==> src/rtl/nibble_serial_adder_pkg.sv <==
// ============================================================================
// Module      : nibble_serial_adder_pkg
// Description : Shared state encoding and default sizing for nibble_serial_adder.
// Revision    : 1.0
// ============================================================================
`default_nettype none

package nibble_serial_adder_pkg;

  localparam int NIBBLES_DEFAULT = 4;

  typedef enum logic [1:0] {
    ST_IDLE = 2'd0,
    ST_RUN  = 2'd1,
    ST_DONE = 2'd2
  } state_t;

endpackage

`default_nettype wire

==> src/rtl/adder4bit.sv <==
// ============================================================================
// Module      : adder4bit
// Description : 4-bit ripple-carry adder with carry out and signed overflow.
// Revision    : 1.0
// ============================================================================
`default_nettype none

module adder4bit (
  input  logic [3:0] in1,
  input  logic [3:0] in2,
  input  logic       cin,
  output logic [3:0] out,
  output logic       carry,
  output logic       overflow
);

  logic [4:0] w_c;

  always_comb begin
    w_c    = '0;
    out    = '0;
    w_c[0] = cin;
    for (int i = 0; i < 4; i++) begin
      out[i]   = in1[i] ^ in2[i] ^ w_c[i];
      w_c[i+1] = (in1[i] & in2[i]) | (in1[i] & w_c[i]) | (in2[i] & w_c[i]);
    end
  end

  assign carry    = w_c[4];
  // Signed overflow: carry into the MSB disagrees with carry out of it.
  assign overflow = w_c[3] ^ w_c[4];

endmodule

`default_nettype wire

==> src/rtl/nibble_serial_adder.sv <==
// ============================================================================
// Module      : nibble_serial_adder
// Description : Wide add/subtract computed one nibble per clock on a shared adder4bit.
// Revision    : 1.0
// ============================================================================
`default_nettype none

module nibble_serial_adder
  import nibble_serial_adder_pkg::*;
#(
  parameter int NIBBLES = NIBBLES_DEFAULT
) (
  input  logic                 clk,
  input  logic                 rst_n,
  input  logic                 start,
  input  logic                 sub,
  input  logic [4*NIBBLES-1:0] a,
  input  logic [4*NIBBLES-1:0] b,
  output logic                 busy,
  output logic                 done,
  output logic [4*NIBBLES-1:0] sum,
  output logic                 carry,
  output logic                 overflow
);

  localparam int             W    = 4 * NIBBLES;
  localparam int             IW   = (NIBBLES > 1) ? $clog2(NIBBLES) : 1;
  localparam logic [IW-1:0]  LAST = IW'(NIBBLES - 1);

  state_t          r_state;
  logic [IW-1:0]   r_idx;
  logic [W-1:0]    r_a;
  logic [W-1:0]    r_b;
  logic            r_sub;
  logic            r_cy;

  logic [W-1:0]    w_a_sh;
  logic [W-1:0]    w_b_sh;
  logic [3:0]      w_in1;
  logic [3:0]      w_in2;
  logic [3:0]      w_out;
  logic            w_cy;
  logic            w_ov;
  logic            w_last;
  logic [W-1:0]    w_sum_next;

  // Bring the active nibble down to bit 0 instead of using a variable part-select.
  assign w_a_sh = r_a >> {r_idx, 2'b00};
  assign w_b_sh = r_b >> {r_idx, 2'b00};
  assign w_in1  = w_a_sh[3:0];
  assign w_in2  = w_b_sh[3:0] ^ {4{r_sub}};
  assign w_last = (r_idx == LAST);

  adder4bit u_slice (
    .in1      (w_in1),
    .in2      (w_in2),
    .cin      (r_cy),
    .out      (w_out),
    .carry    (w_cy),
    .overflow (w_ov)
  );

  always_comb begin
    w_sum_next = sum;
    for (int k = 0; k < NIBBLES; k++) begin
      if (r_idx == IW'(k)) begin
        w_sum_next[4*k +: 4] = w_out;
      end
    end
  end

  always_ff @(posedge clk) begin
    if (!rst_n) begin
      r_state  <= ST_IDLE;
      r_idx    <= '0;
      r_a      <= '0;
      r_b      <= '0;
      r_sub    <= 1'b0;
      r_cy     <= 1'b0;
      busy     <= 1'b0;
      done     <= 1'b0;
      sum      <= '0;
      carry    <= 1'b0;
      overflow <= 1'b0;
    end else begin
      done <= 1'b0;
      case (r_state)
        ST_IDLE, ST_DONE: begin
          if (start) begin
            r_a     <= a;
            r_b     <= b;
            r_sub   <= sub;
            r_cy    <= sub;
            r_idx   <= '0;
            busy    <= 1'b1;
            r_state <= ST_RUN;
          end else begin
            r_state <= ST_IDLE;
          end
        end
        ST_RUN: begin
          sum   <= w_sum_next;
          r_cy  <= w_cy;
          r_idx <= r_idx + IW'(1);
          if (w_last) begin
            carry    <= w_cy;
            overflow <= w_ov;
            busy     <= 1'b0;
            done     <= 1'b1;
            r_idx    <= '0;
            r_state  <= ST_DONE;
          end
        end
        default: begin
          busy    <= 1'b0;
          r_state <= ST_IDLE;
        end
      endcase
    end
  end

endmodule

`default_nettype wire

==> config.mk <==
export PLATFORM = sky130hd
export DESIGN_NAME = nibble_serial_adder
export DESIGN_NICKNAME = d
export VERILOG_FILES = /design/src/rtl/nibble_serial_adder_pkg.sv /design/src/rtl/adder4bit.sv /design/src/rtl/nibble_serial_adder.sv
export SDC_FILE = /design/constraint.sdc
export NUM_CORES = 1
export LEC_CHECK = 0
export BUFFER_PORTS_ARGS = -buffer_cell sky130_fd_sc_hd__buf_2
export CORE_ASPECT_RATIO = 1.5
export CORE_UTILIZATION = 30
export CTS_CLUSTER_SIZE = 40
export DETAILED_ROUTE_END_ITERATION = 12
export HOLD_SLACK_MARGIN = 0.1
export PLACE_DENSITY = 0.57
export SYNTH_ARGS = -nofsm -noshare
export SYNTH_HDL_FRONTEND = slang
export SYNTH_SLANG_ARGS = --single-unit
==> constraint.sdc <==
create_clock -name clk -period 9.9 [get_ports clk]
set_clock_uncertainty 0.15 [all_clocks]
set_input_delay 1.98 -clock clk [delete_from_list [all_inputs] [get_ports clk]]
set_output_delay 1.98 -clock clk [all_outputs]
set_load 0.02 [all_outputs]
After elaboration in Yosys (flattened, before gate mapping)
Index checks and enable logic that the tools add are counted.
{"block": "totals", "elab_cells": 78, "input_bits": 36, "output_inout_bits": 20, "reg_bits": 58}
{"block": "classes", "n_mux": 12, "n_shift": 2, "eq_ne": 7, "bitwise": 30, "n_reduce_logical": 12, "addsub": 1}
{"op": "16-bit by 4-bit right shift with 4-bit output", "count": 2}
{"op": "2-bit AND reduction", "count": 8}
{"op": "1-bit bitwise AND", "count": 12}
{"op": "1-bit bitwise XOR", "count": 9}
{"op": "1-bit bitwise OR", "count": 8}
{"op": "2-bit case mux with 2 select lines", "count": 2}
{"op": "2-bit equality test, second input constant", "count": 3}
{"op": "2-bit two-way mux", "count": 3}
{"op": "1-bit two-way mux", "count": 5}
{"op": "2-bit by 1-bit equality test with 1-bit output, second input constant", "count": 2}
{"op": "2-bit logical NOT", "count": 2}
{"op": "2-bit != test, second input constant", "count": 2}
{"op": "1-bit case mux with 2 select lines", "count": 2}
{"op": "4-bit bitwise XOR", "count": 1}
{"op": "2-bit by 1-bit adder with 2-bit output, second input constant", "count": 1}
{"op": "2-bit nonzero test", "count": 1}
{"op": "2-bit OR reduction", "count": 1}

Longest topological paths before layout
Gate-level depths: netlist of run 1.
{"block": "depth", "ltp_word": 15, "ltp_mapped": 12, "ltp_nobuf": 11}

Modules after synthesis
Synthesis of run 1 repeated with hierarchy kept, for this count alone.
{"block": "unflattened", "hier_cells": 291, "area_unflattened_um2": 2575.0}
{"mod": "nibble_serial_adder", "area_each_um2": 2448.6, "cells_each": 276, "seq_area_each_um2": 1161.1, "n_inst": 1}
{"mod": "adder4bit", "area_each_um2": 126.4, "cells_each": 15, "seq_area_each_um2": 0.0, "n_inst": 1}

Worst setup path after synthesis of run 1
OpenSTA, ideal clock, no wires.
{"block": "synth_timing", "path_kind": "register to register", "start": "reg r_idx[0]", "end": "reg overflow", "setup_time_ps": 70, "t_arrival_ps": 2953, "path_slack_ps": 6727, "required_ps": 9680, "path_buffers": 1, "synth_period_minus_slack_ps": 3173, "path_stages_with_launch": 12, "path_cell_list": "dfxtp_1 -> buf_6 -> mux4_1 -> fa_1 -> fa_1 -> inv_1 -> fa_1 -> inv_1 -> fa_1 -> xnor2_1 -> nand3_1 -> a21oi_1"}
{"block": "synth_between", "elab_chain_len": 15, "elab_cells_between_ends": 26, "cone_classes": "eq/ne (1); shift (2); bitwise (22); reduce/logical (1)"}
{"item": "start, declared", "line_no": "nibble_serial_adder.sv:31", "source": "logic [IW-1:0] r_idx;"}
{"item": "start signal, assigned", "line_no": "nibble_serial_adder.sv:104", "source": "r_idx <= r_idx + IW'(1);"}
{"item": "16-bit by 4-bit right shift with 4-bit output", "line_no": "nibble_serial_adder.sv:49", "source": "assign w_b_sh = r_b >> {r_idx, 2'b00};"}
{"item": "4-bit bitwise XOR", "line_no": "nibble_serial_adder.sv:51", "source": "assign w_in2 = w_b_sh[3:0] ^ {4{r_sub}};"}
{"item": "1-bit bitwise AND", "line_no": "adder4bit.sv:25", "source": "w_c[i+1] = (in1[i] & in2[i]) | (in1[i] & w_c[i]) | (in2[i] & w_c[i]);"}
{"item": "1-bit bitwise OR (2 in a row)", "line_no": "adder4bit.sv:25"}
{"item": "1-bit bitwise AND", "line_no": "adder4bit.sv:25"}
{"item": "1-bit bitwise OR (2 in a row)", "line_no": "adder4bit.sv:25"}
{"item": "1-bit bitwise AND", "line_no": "adder4bit.sv:25"}
{"item": "1-bit bitwise OR (2 in a row)", "line_no": "adder4bit.sv:25"}
{"item": "1-bit bitwise AND", "line_no": "adder4bit.sv:25"}
{"item": "1-bit bitwise OR", "line_no": "adder4bit.sv:25"}
{"item": "1-bit bitwise OR *", "line_no": "adder4bit.sv:25"}
{"item": "net u_slice.carry", "line_no": "adder4bit.sv:13", "source": "output logic carry,"}
{"item": "1-bit bitwise XOR *", "line_no": "adder4bit.sv:31", "source": "assign overflow = w_c[3] ^ w_c[4];"}
{"item": "end signal, assigned", "line_no": "nibble_serial_adder.sv:107", "source": "overflow <= w_ov;"}
{"item": "end, declared", "line_no": "nibble_serial_adder.sv:23", "source": "output logic overflow"}
The timed path passes the listed nets; every way through them passes the cells marked *.
A chain may end at the register's enable or synchronous reset.

Worst setup path in the final report of run 1
Same ends and word-level chain as after synthesis.

==> summary.txt, run 1 <==
Synth
  – Synth cell types: 27
  – Post-synth net total: between 300 and 400
  – Number of synthesized register bits: between 50 and 60
  – Syn. warnings: 0
  – Gate Count Post-Synth: 278
  – Avg Cell Area, Syn: 8.90 um^2
  – Synth Cell Area: 0.00247 mm^2
  – Sequential area share after synthesis: roughly 47%

Drt
  – Routed met2 length: 2.97 mm
  – DR top layer: met4
  – Met3 WL post-DR: approximately 230 um
  – Vias/cell: ~4.6
  – Post-route DRC: 0
  – Routed vias: ~2.0k
  – Pre-antenna DRT Iters: 4
  – ANT nets after route: 0
  – Post-Route M1 WL: between 2 and 2.5 mm
  – Per-cell routed wire length: around 13 um
  – Initial DRC count: 103
  – Final WL: 5.60 mm

Timing
  – Pin slew with the least headroom to its limit: 0.687 ns
  – Max frequency: 269 MHz
  – Slew Limit Fails: 0
  – Setup TNS: 0 ns
  – Worst rel slew slack: 54.2%
  – Post-layout min period: 3.72 ns
  – Setup-failing EPs final: 0
  – Worst Hold Slack: 0.298 ns
  – Final worst-path cycle share: 37.6%
  – Final Hold Viols: 0
  – RSZ-0062 raised after global routing: false

Floorplanning
  – Initial Util: 30.9%
  – # IOs: 56
  – Core Region: 0.00801 mm^2
  – Die Ht: 113 um
  – DIE AREA: 0.00862 mm^2
  – Cell row count: 40
  – Die X: 76.1 um

Placed design
  – IO Port Bufs: 55
  – Final HPWL from detailed placement: around 3.9 mm
  – GP Congestion: around 0.77
  – Placed Area: 0.00279 mm^2

Status
  – Status: completed

Cells and area
  – Fin nets: 370
  – Inserted Diodes: 0
  – Share of layout cells above drive strength 1: between 20% and 30%
  – Syn-to-layout area delta: 24.5%
  – FILL cells: between 800 and 900
  – Post-layout instance area: 0.00308 mm^2

Clocking
  – CTS tree: yes
  – Root buf cell: clkbuf_16
  – CTS hold repair buffers: 0
  – H-tree level count: 3
  – Clock-pin slew on the worst setup and hold paths: 0.05 ns
  – PostCTS Resize Cnt: 0
  – CTS Buf Count: 9
  – Max Buffers Root-to-Sink: 2
  – Postcts setup bufs: 0
  – Clk_lat worst skew: 0.32 ns
  – Clock net sink count: 58

Setup path
  – Critical path data required time: 10.00 ns
  – CP endpoint kind: flip-flop
  – R2r worst-path depth: 11
  – CP Launch Type: flip-flop
  – Arrival time worst endpoint: 3.83 ns
  – Worst-path fanout max: 13
  – Kind of critical path: reg -> reg

Pwr
  – Pwr dens: 199 mW/mm^2
  – Maximum vdd drop: 0.0000935 V
  – Static Leak: 1.27 nW

Global routing
  – Vias in the first global route: 1953
  – Initial antenna violation count: 0
  – Largest net degree at the start of global routing: 43
  – Global-route wire length before repair: 9.10 mm
  – GRT Util Overall: between 10% and 20%
  – Total grt overflow: 0

Hold path
  – Hold path depth: 2
  – HP Class: reg -> reg

Job
  – Maxcap violations: 0
-- routing by layer --
metal  global-route usage, %  up-vias
met1                    14.6      932
met5                       0        -
met2                    25.3       48
li1                        -     1038
met4                    8.08        0
met3                    2.98        9
-- cell type report --
class	count	area, um^2	area share, %
repair buffers	58	298	9.67
clock buffers	12	267	8.66
multi-input cells	193	1170	38.2
well taps	105	131	4.27
flip-flops and latches	58	1160	37.7
inverters	6	22.5	0.731
clock inverters	4	25.0	0.813
-- cells in the final DEF (no fill, tap or decap), drive strengths merged, types with 4 or more instances in the layout --
| cell | Yosys | final |
|---|---|---|
| nand3 | 15 | 15 |
| dfxtp | 58 | 58 |
| nand3b | 4 | 4 |
| clkbuf | 5 | 12 |
| nor2 | 5 | 5 |
| buf | 16 | 58 |
| ha | 4 | 4 |
| inv | 6 | 6 |
| a311oi | 4 | 4 |
| a21oi | 52 | 52 |
| nand2 | 81 | 81 |
| fa | 4 | 4 |
| mux4 | 8 | 8 |
-- power breakdown --
part / internal [mW] / switching, mW / leakage [nW]
combinational: 0.0278 / 0.0386 / 0.660
sequential: 0.246 / 0.00903 / 0.474
clock: 0.188 / 0.103 / 0.141
total: 0.462 / 0.151 / 1.27
-- registers in the layout, indices dropped and copies added (netlist names) --
name and cells:
r_idx 2, r_sub 1, overflow 1, carry 1
sum 16, done 1, r_cy 1, r_b 16
r_state 2, r_a 16, busy 1
-- final timing paths --
| kind | start | end | slack (ns) |
|---|---|---|---|
| worst min register to register | r_a[1] | r_a[1] | 0.30 |
| worst min-delay path | r_a[1] | r_a[1] | 0.30 |
| worst max register to register | r_idx[0] | overflow | 6.18 |
| worst max-delay path | r_idx[0] | overflow | 6.18 |
-- synthesized netlist by cell type --
master    instances  area share [%]
nand2_1          81              12
dfxtp_1          58              47
a21oi_1          52              11
nand3_1          15             3.0
buf_2            10             2.0
inv_1             6            0.91
clkbuf_1          5            0.76
mux4_1            5             5.3
nor2_1            5            0.76
a311oi_1          4             1.4
fa_1              4             3.2
ha_1              4             2.0
nand3b_1          4             1.2
buf_4             3            0.91
mux4_2            3             2.7
xor2_1            3             1.1
a31oi_1           2            0.51
buf_6             2            0.91
nand2b_1          2            0.51
o21ai_0           2            0.40
xnor2_1           2            0.71
and2_1            1            0.25
and2b_4           1            0.40
buf_1             1            0.15
mux2i_1           1            0.40
nor2b_1           1            0.25
nor4b_1           1            0.35
-- kinds of logic after synthesis --
logic type / after synthesis / synth area share (%)
and+or+nand+nor: 111 / 19.1
DFF: 58 / 46.9
xor gates and xnor gates: 5 / 1.77
muxes: 9 / 8.45
AOI/OAI and AO/OA: 60 / 12.8
buffers and inverters: 27 / 5.66
adders and majority gates: 8 / 5.26
-- critical path: stages (launching register included) --
cell and delay (ns):
dfxtp_1 0.76, mux4_1 0.66, xor2_1 0.18, fa_1 0.38, fa_1 0.37, inv_1 0.08, fa_1 0.19, inv_1 0.06
fa_1 0.41, xnor2_1 0.17, nand3_1 0.09, a21oi_1 0.15
-- stage by stage --
stage,util [%],worst slack (ns),total power [mW],instances
after floorplan,-,6.73,0.306,278
after global placement,34.8,6.27,0.326,420
after detailed placement,34.8,6.23,0.327,420
after CTS,38.5,6.16,0.619,436
after global routing,38.5,5.94,0.636,436
final,38.5,6.18,0.613,436
No activity file was read; power rests on OpenSTA's default activity.
==> run 2: changes to the inputs <==
Settings changed: ABC_AREA set to 1.
Clock period 9.9 ns to 3.5 ns, I/O delays scaled along.
==> run 2 against run 1 <==
  * Clock power grew to 3.2 times the previous value
  * Non-clock buffer count grew 2
  * Total power grew to 3.1 times the previous value
  * Final cell count grew 15%
  * Sequential share of layout area shrank 0.96 points
  * Via count grew 15%
  * Critical path depth grew 3
  * Sequential power grew to 2.9 times the previous value
  * Critical endpoint is now sum[3]
  * Largest cell class unchanged
==> summary.txt, run 2 <==
Floorplanning
  – Core Region: 0.00801 mm^2 (unchanged)
  – # IOs: 56 (unchanged)
  – DIE AREA: 0.00865 mm^2 (+0.35%)
  – Cell row count: 40 (unchanged)
  – Initial Util: 31.0% (+0.11 points)
  – Die X: 76.3 um (+0.17%)
  – Die Ht: 113 um (+0.18%)

Setup path
  – Arrival time worst endpoint: 3.18 ns (-0.65 ns)
  – CP Launch Type: flip-flop
  – Buf+Inv Stages, Crit Path: 3 (+1)
  – Critical path's largest stage delay: 0.56 ns (-0.20 ns)
  – CP endpoint kind: flip-flop
  – Crit path max-delay cell type: fa_1
  – Critical path data required time: 3.59 ns (-6.41 ns)
  – R2R setup slack: 0.41 ns (-5.76 ns)
  – Crit path max-delay family: adder cells
  – Crit-path cells: inv_2 -> nand2_1 -> nand3_1 -> nand2_1 -> nand2_1 -> nand2_1 -> fa_1 -> fa_1 -> inv_1 -> fa_1 -> inv_1 -> fa_1 -> nand3_1 -> a21oi_1
  – Worst-path fanout max: 14 (+1)
  – Kind of critical path: reg -> reg

Drt
  – DR top layer: met4
  – Initial DRC count: 109 (+5.8%)
  – Routed vias: 2322 (+15%)
  – Post-Route M1 WL: 2.73 mm (+19%)
  – Final WL: 6.13 mm (+9.5%)
  – Post-route DRC: 0 (unchanged)
  – Routed met2 length: 3.13 mm (+5.3%)
  – Met3 WL post-DR: 176 um (-24%)
  – Vias/cell: 4.63 (-0.51%)
  – ANT nets after route: 0 (unchanged)
  – Per-cell routed wire length: 12.2 um (-4.9%)
  – Pre-antenna DRT Iters: 4 (unchanged)

Synth
  – Synth Flop Type: dfxtp_1
  – Gate Count Post-Synth: 338 (+22%)
  – Syn. warnings: 0 (unchanged)
  – Async SR Flop Fraction: 0% (unchanged)
  – Sequential area share after synthesis: 46.8% (-0.17 points)
  – Post-synth net total: 382 (+19%)
  – Top post-synthesis cells by count: nor2_1 (75), nand2_1 (61), dfxtp_1 (58)
  – Post-synth EDFFs: 0 (unchanged)
  – Largest cells by area after synthesis: dfxtp_1 (47%), nor2_1 (11%), nand2_1 (9.2%), nand3_1 (7.5%), o21ai_0 (7.1%)
  – Number of synthesized register bits: 58 (unchanged)
  – Synth Cell Area: 0.00248 mm^2 (+0.35%)
  – Avg Cell Area, Syn: 7.34 um^2 (-17%)
  – Yosys top cell by area: dfxtp_1
  – Area share of the largest cell type after synthesis: 46.8% (-0.17 points)
  – Synth cell types: 22 (-19%)
  – Most common cell in the synthesized netlist: nor2_1

Cells and area
  – Syn-to-layout area delta: 27.4%
  – Biggest regs: r_a (16), r_b (16), sum (16)
  – Core Util, Final: 39.5% (+1.0 points)
  – FILL cells: 865 (+0.23%)
  – Fin nets: 436 (+18%)
  – Area taken by flip-flops and latches: 0.00116 mm^2 (+0.11%)
  – Inserted Diodes: 0 (unchanged)
  – Leading cell type in the layout, fill and taps excluded: nor2_1
  – Most frequent cells in the layout: nor2_1 (75), nand2_1 (61), dfxtp_1 (57), buf_2 (55), nand3_1 (37)
  – Multi-input combinational cell area: 0.00119 mm^2 (+1.2%)
  – Share of layout cells above drive strength 1: 20.9% (-3.0 points)

Global routing
  – Vias in the first global route: 2253 (+15%)
  – Total grt overflow: 0 (unchanged)
  – Largest net degree at the start of global routing: 38 (-12%)
  – Global-route wire length before repair: 10.5 mm (+15%)
  – GRT Util Overall: 15.3% (+1.4 points)
  – Initial antenna violation count: 0 (unchanged)

Pwr
  – Internal power: 1.44 mW (+210%)
  – Sequential Power Share: 38.3% (-3.3 points)
  – Sw power: 0.482 mW (+220%)
  – Sw Share: 25.1% (+0.47 points)
  – Gate power share: 13.7% (+2.9 points)
  – Maximum vdd drop: 0.000293 V (+210%)
  – Static Leak: 1.40 nW (+9.5%)
  – Pwr dens: 607 mW/mm^2 (+210%)
  – Clock power share: 48.0% (+0.4 points)

Placed design
  – IO Port Bufs: 55 (unchanged)
  – GP Congestion: 0.769 (+0.29%)
  – Final HPWL from detailed placement: 4.38 mm (+12%)

Hold path
  – HP Class: reg -> reg

Clocking
  – Clock-pin slew on the worst setup and hold paths: 0.05 ns (about the same)
  – Clk_lat worst skew: 0.32 ns (about the same)
  – CTS Buf Count: 9 (unchanged)
  – H-tree level count: 3 (unchanged)
  – Max Buffers Root-to-Sink: 2 (unchanged)
  – CTS tree: yes
  – Root buf cell: clkbuf_16
  – CTS hold repair buffers: 0 (unchanged)
  – Clock net sink count: 58 (unchanged)

Timing
  – Worst Hold Slack: 0.308 ns (+0.0102 ns)
  – Max frequency: 324 MHz (+21%)
  – Slew Limit Fails: 0 (unchanged)
  – Pin slew with the least headroom to its limit: 0.736 ns (+0.0490 ns)
  – Final worst-path cycle share: 88.2% (+51 points)
  – Final Hold Viols: 0 (unchanged)
  – RSZ-0062 raised after global routing: false
  – Setup-failing EPs final: 0 (unchanged)
  – Worst rel slew slack: 50.9% (-3.3 points)
  – Setup TNS: 0 ns (unchanged)
  – Post-layout min period: 3.09 ns (-0.636 ns)

Job
  – Maxcap violations: 0 (unchanged)

Status
  – Status: completed
run 2: changes by cell type after synthesis, moves of 5 or more:
cell,delta
o21ai_0,+33
mux4_1,-5
nand2_1,-20
a21oi_1,-30
nand3_1,+22
nor2_1,+70
run 2: power by group through the flow:
stage | registers, mW | logic [mW] | clock network [mW]
detailed placement | 0.748 | 0.266 | 0
floorplan | 0.748 | 0.177 | 0
global placement | 0.747 | 0.260 | 0
finish | 0.734 | 0.263 | 0.922
global route | 0.739 | 0.300 | 0.973
CTS | 0.735 | 0.267 | 0.933
run 2: timing repair:
action | CTS | global route
endpoints found under the setup margin | 0 | 1
setup buffers | 0 | 0
endpoints found under the hold margin | 0 | 0
resized for setup | 0 | 1
run 2: through the flow:
stage                     setup slack [ns]  instance area, um^2  std cells  total power, mW
final                                0.412                 3160        502             1.92
after global placement               0.394                 2840        486             1.01
after floorplan                      0.524                 2480        338            0.925
after CTS                            0.254                 3160        502             1.93
after detailed placement             0.287                 2840        486             1.01
after global routing                 0.133                 3160        502             2.01
run 2: final cells by class:
class | instances | area share [%]
timing repair buffer | 60 | 9.89
tap | 105 | 4.15
sequential | 58 | 36.7
inverter | 13 | 1.54
clock inverter | 6 | 2.53
multi-input combinational | 250 | 37.6
clock buffer | 10 | 7.56
run 2: layer usage:
layer	track usage, %	up-vias
li1	-	1207
met1	17.4	1061
met2	27.8	46
met3	3.20	8
met4	5.77	0
met5	0	-
run 2: final timing paths:
kind,cells past startpoint,end,start
worst max register to register,14,sum[3],r_idx[0]
worst max-delay path,14,sum[3],r_idx[0]
worst min-delay path,2,sum[6],sum[6]
worst min register to register,2,sum[6],sum[6]
run 2: cells by family (layout without fill, tap and decap cells):
kind of cell / Yosys count / in the layout / share of synthesized area [%]
DFF: 58 / 58 / 46.8
buffers and inverters: 30 / 89 / 5.34
adders and majority gates: 8 / 8 / 5.24
and+or+nand+nor: 178 / 178 / 29.4
xor gates and xnor gates: 1 / 1 / 0.353
AOI/OAI and AO/OA: 63 / 63 / 12.9
run 2: worst reg2reg max path, stage by stage (launching register included):
cell and delay (ns):
dfxtp_2 0.38, inv_2 0.20, nand2_1 0.09, nand3_1 0.09
nand2_1 0.06, nand2_1 0.05, nand2_1 0.06, fa_1 0.38
fa_1 0.37, inv_1 0.08, fa_1 0.20, inv_1 0.06
fa_1 0.56, nand3_1 0.09, a21oi_1 0.17
==> run 3: changes to the inputs <==
Settings changed: MAX_ROUTING_LAYER set to met4.
==> run 3 against run 2 <==
  * Worst setup slack lost 0.011 ns
  * Non-clock buffer count is the same
  * Fmax shrank 0.37%
  * Final cell count is the same
  * Worst hold slack is essentially flat
  * Final area is the same
  * Total power is essentially flat
  * Sequential power is essentially flat
  * Flip-flop and latch count is the same
  * Die area is the same
  * Critical path depth shrank 1
  * Wire length is essentially flat
  * Critical endpoint unchanged
  * Largest cell class unchanged
==> summary.txt, run 3 (synthesis gave the netlist of run 2 again) <==
Status
  – Status: completed

Placed design
  – Post-Place Worst Slack: 0.287 ns (unchanged)
  – IO Port Bufs: 55 (unchanged)
  – Final HPWL from detailed placement: 4.38 mm (unchanged)
  – GP Congestion: 0.779 (+1.3%)

Global routing
  – GRT Util Overall: 15.7% (+0.44 points)
  – Initial antenna violation count: 0 (unchanged)
  – Largest net degree at the start of global routing: 38 (unchanged)
  – Global-route wire length before repair: 10.5 mm (-0.13%)
  – Vias in the first global route: 2259 (+0.27%)
  – Total grt overflow: 0 (unchanged)

Drt
  – Final WL: 6.14 mm (about the same)
  – ANT nets after route: 0 (unchanged)
  – Per-cell routed wire length: 12.2 um (about the same)
  – Post-route DRC: 0 (unchanged)
  – Routed vias: 2321 (-0.043%)
  – Initial DRC count: 88 (-19%)
  – Vias/cell: 4.62 (about the same)
  – Pre-antenna DRT Iters: 4 (unchanged)

Floorplanning
  – Initial Util: 31.0% (unchanged)
  – Cell row count: 40 (unchanged)
  – DIE AREA: 0.00865 mm^2 (unchanged)
  – # IOs: 56 (unchanged)
  – Die X: 76.3 um (unchanged)
  – Die Ht: 113 um (unchanged)
  – Core Region: 0.00801 mm^2 (unchanged)

Cells and area
  – Core Util, Final: 39.5% (unchanged)
  – Most frequent cells in the layout: nor2_1 (75), nand2_1 (61), dfxtp_1 (57), buf_2 (55), nand3_1 (37)
  – Leading cell type in the layout, fill and taps excluded: nor2_1
  – Biggest regs: r_a (16), r_b (16), sum (16)
  – Share of layout cells above drive strength 1: 20.9% (unchanged)
  – Fin nets: 436 (unchanged)
  – Syn-to-layout area delta: 27.4% (unchanged)
  – Inserted Diodes: 0 (unchanged)

Pwr
  – Pwr dens: 607 mW/mm^2 (about the same)
  – Maximum vdd drop: 0.000293 V (about the same)
  – Sw power: 0.481 mW (-0.16%)
  – Sw Share: 25.1% (-0.030 points)
  – Sequential Power Share: 38.3% (about the same)
  – Static Leak: 1.40 nW (unchanged)
  – Gate power share: 13.8% (about the same)
  – Clock power share: 48.0% (about the same)
  – Internal power: 1.44 mW (about the same)

Clocking
  – Max Buffers Root-to-Sink: 2 (unchanged)
  – Clock net sink count: 58 (unchanged)
  – Clk_lat worst skew: 0.32 ns (about the same)
  – Clock-pin slew on the worst setup and hold paths: 0.05 ns (about the same)
  – Root buf cell: clkbuf_16
  – CTS tree: yes
  – CTS Buf Count: 9 (unchanged)
  – H-tree level count: 3 (unchanged)
  – CTS hold repair buffers: 0 (unchanged)

Setup path
  – CP endpoint kind: flip-flop
  – CP Launch Type: flip-flop
  – Arrival time worst endpoint: 3.19 ns (about the same)
  – Worst-path fanout max: 14 (unchanged)
  – Critical path data required time: 3.59 ns (about the same)
  – Kind of critical path: reg -> reg

Timing
  – Slew Limit Fails: 0 (unchanged)
  – Worst rel slew slack: 50.8% (-0.12 points)
  – Post-layout min period: 3.10 ns (+0.0114 ns)
  – Setup-failing EPs final: 0 (unchanged)
  – Fin worst setup slack: 0.401 ns (-0.0114 ns)
  – Final worst-path cycle share: 88.6% (+0.33 points)
  – Worst Hold Slack: 0.308 ns (+0.0000200 ns)
  – Pin slew with the least headroom to its limit: 0.737 ns (+0.00186 ns)
  – RSZ-0062 raised after global routing: false
  – Final Hold Viols: 0 (unchanged)
  – Max frequency: 323 MHz (-0.37%)
  – Setup TNS: 0 ns (unchanged)

Hold path
  – HP Class: reg -> reg

Job
  – Maxcap violations: 0 (unchanged)
-- run 3: per-stage QoR --
step	instance area, um^2	total power, mW	cells
6_report	3160	1.92	502
5_1_grt	3160	2.01	502
4_1_cts	3160	1.93	502
3_5_place_dp	2840	1.01	486
3_3_place_gp	2840	1.01	486
2_1_floorplan	2480	0.925	338
-- run 3: path summary, 6_finish.rpt --
| path | startpoint | end | slack, ns | cells past startpoint |
|---|---|---|---|---|
| min | sum[6] | sum[6] | 0.31 | 2 |
| max reg2reg | r_idx[0] | sum[3] | 0.40 | 13 |
| max | r_idx[0] | sum[3] | 0.40 | 13 |
| min reg2reg | sum[6] | sum[6] | 0.31 | 2 |
-- run 3: metal layers --
| metal | track usage [%] | wire length (um) | vias up |
|---|---|---|---|
| met5 | - | 0 | - |
| met4 | 5.77 | 93 | 0 |
| met3 | 3.20 | 173 | 9 |
| met2 | 27.9 | 3150 | 44 |
| met1 | 17.3 | 2720 | 1063 |
| li1 | - | - | 1205 |
-- run 3: critical path: stages, from the launching register on --
cell and delay (ns):
dfxtp_2 0.44, inv_2 0.15, nand2_1 0.09, nand3_1 0.08, nand3_1 0.10, nand2_1 0.07
fa_1 0.38, fa_1 0.37, inv_1 0.08, fa_1 0.20, inv_1 0.06, fa_1 0.57
nand3_1 0.09, a21oi_1 0.17
-- run 3: cell type report --
| class | count | area, um^2 |
|---|---|---|
| repair buffers | 60 | 313 |
| clock buffers | 10 | 239 |
| well taps | 105 | 131 |
| multi-input cells | 250 | 1190 |
| flip-flops and latches | 58 | 1160 |
| fillers | 865 | 4840 |
| clock inverters | 6 | 80.1 |
| inverters | 13 | 48.8 |
-- run 3: timing repair --
item	CTS	global route
buffers inserted	0	0
setup endpoints to repair	0	1
gates resized for setup	0	1
-- run 3: power by group through the flow --
| stage | clock, mW | sequential, mW | combinational (mW) |
|---|---|---|---|
| floorplan | 0 | 0.748 | 0.177 |
| global placement | 0 | 0.747 | 0.260 |
| detailed placement | 0 | 0.748 | 0.266 |
| CTS | 0.933 | 0.735 | 0.267 |
| global route | 0.973 | 0.739 | 0.299 |
| finish | 0.921 | 0.735 | 0.264 |
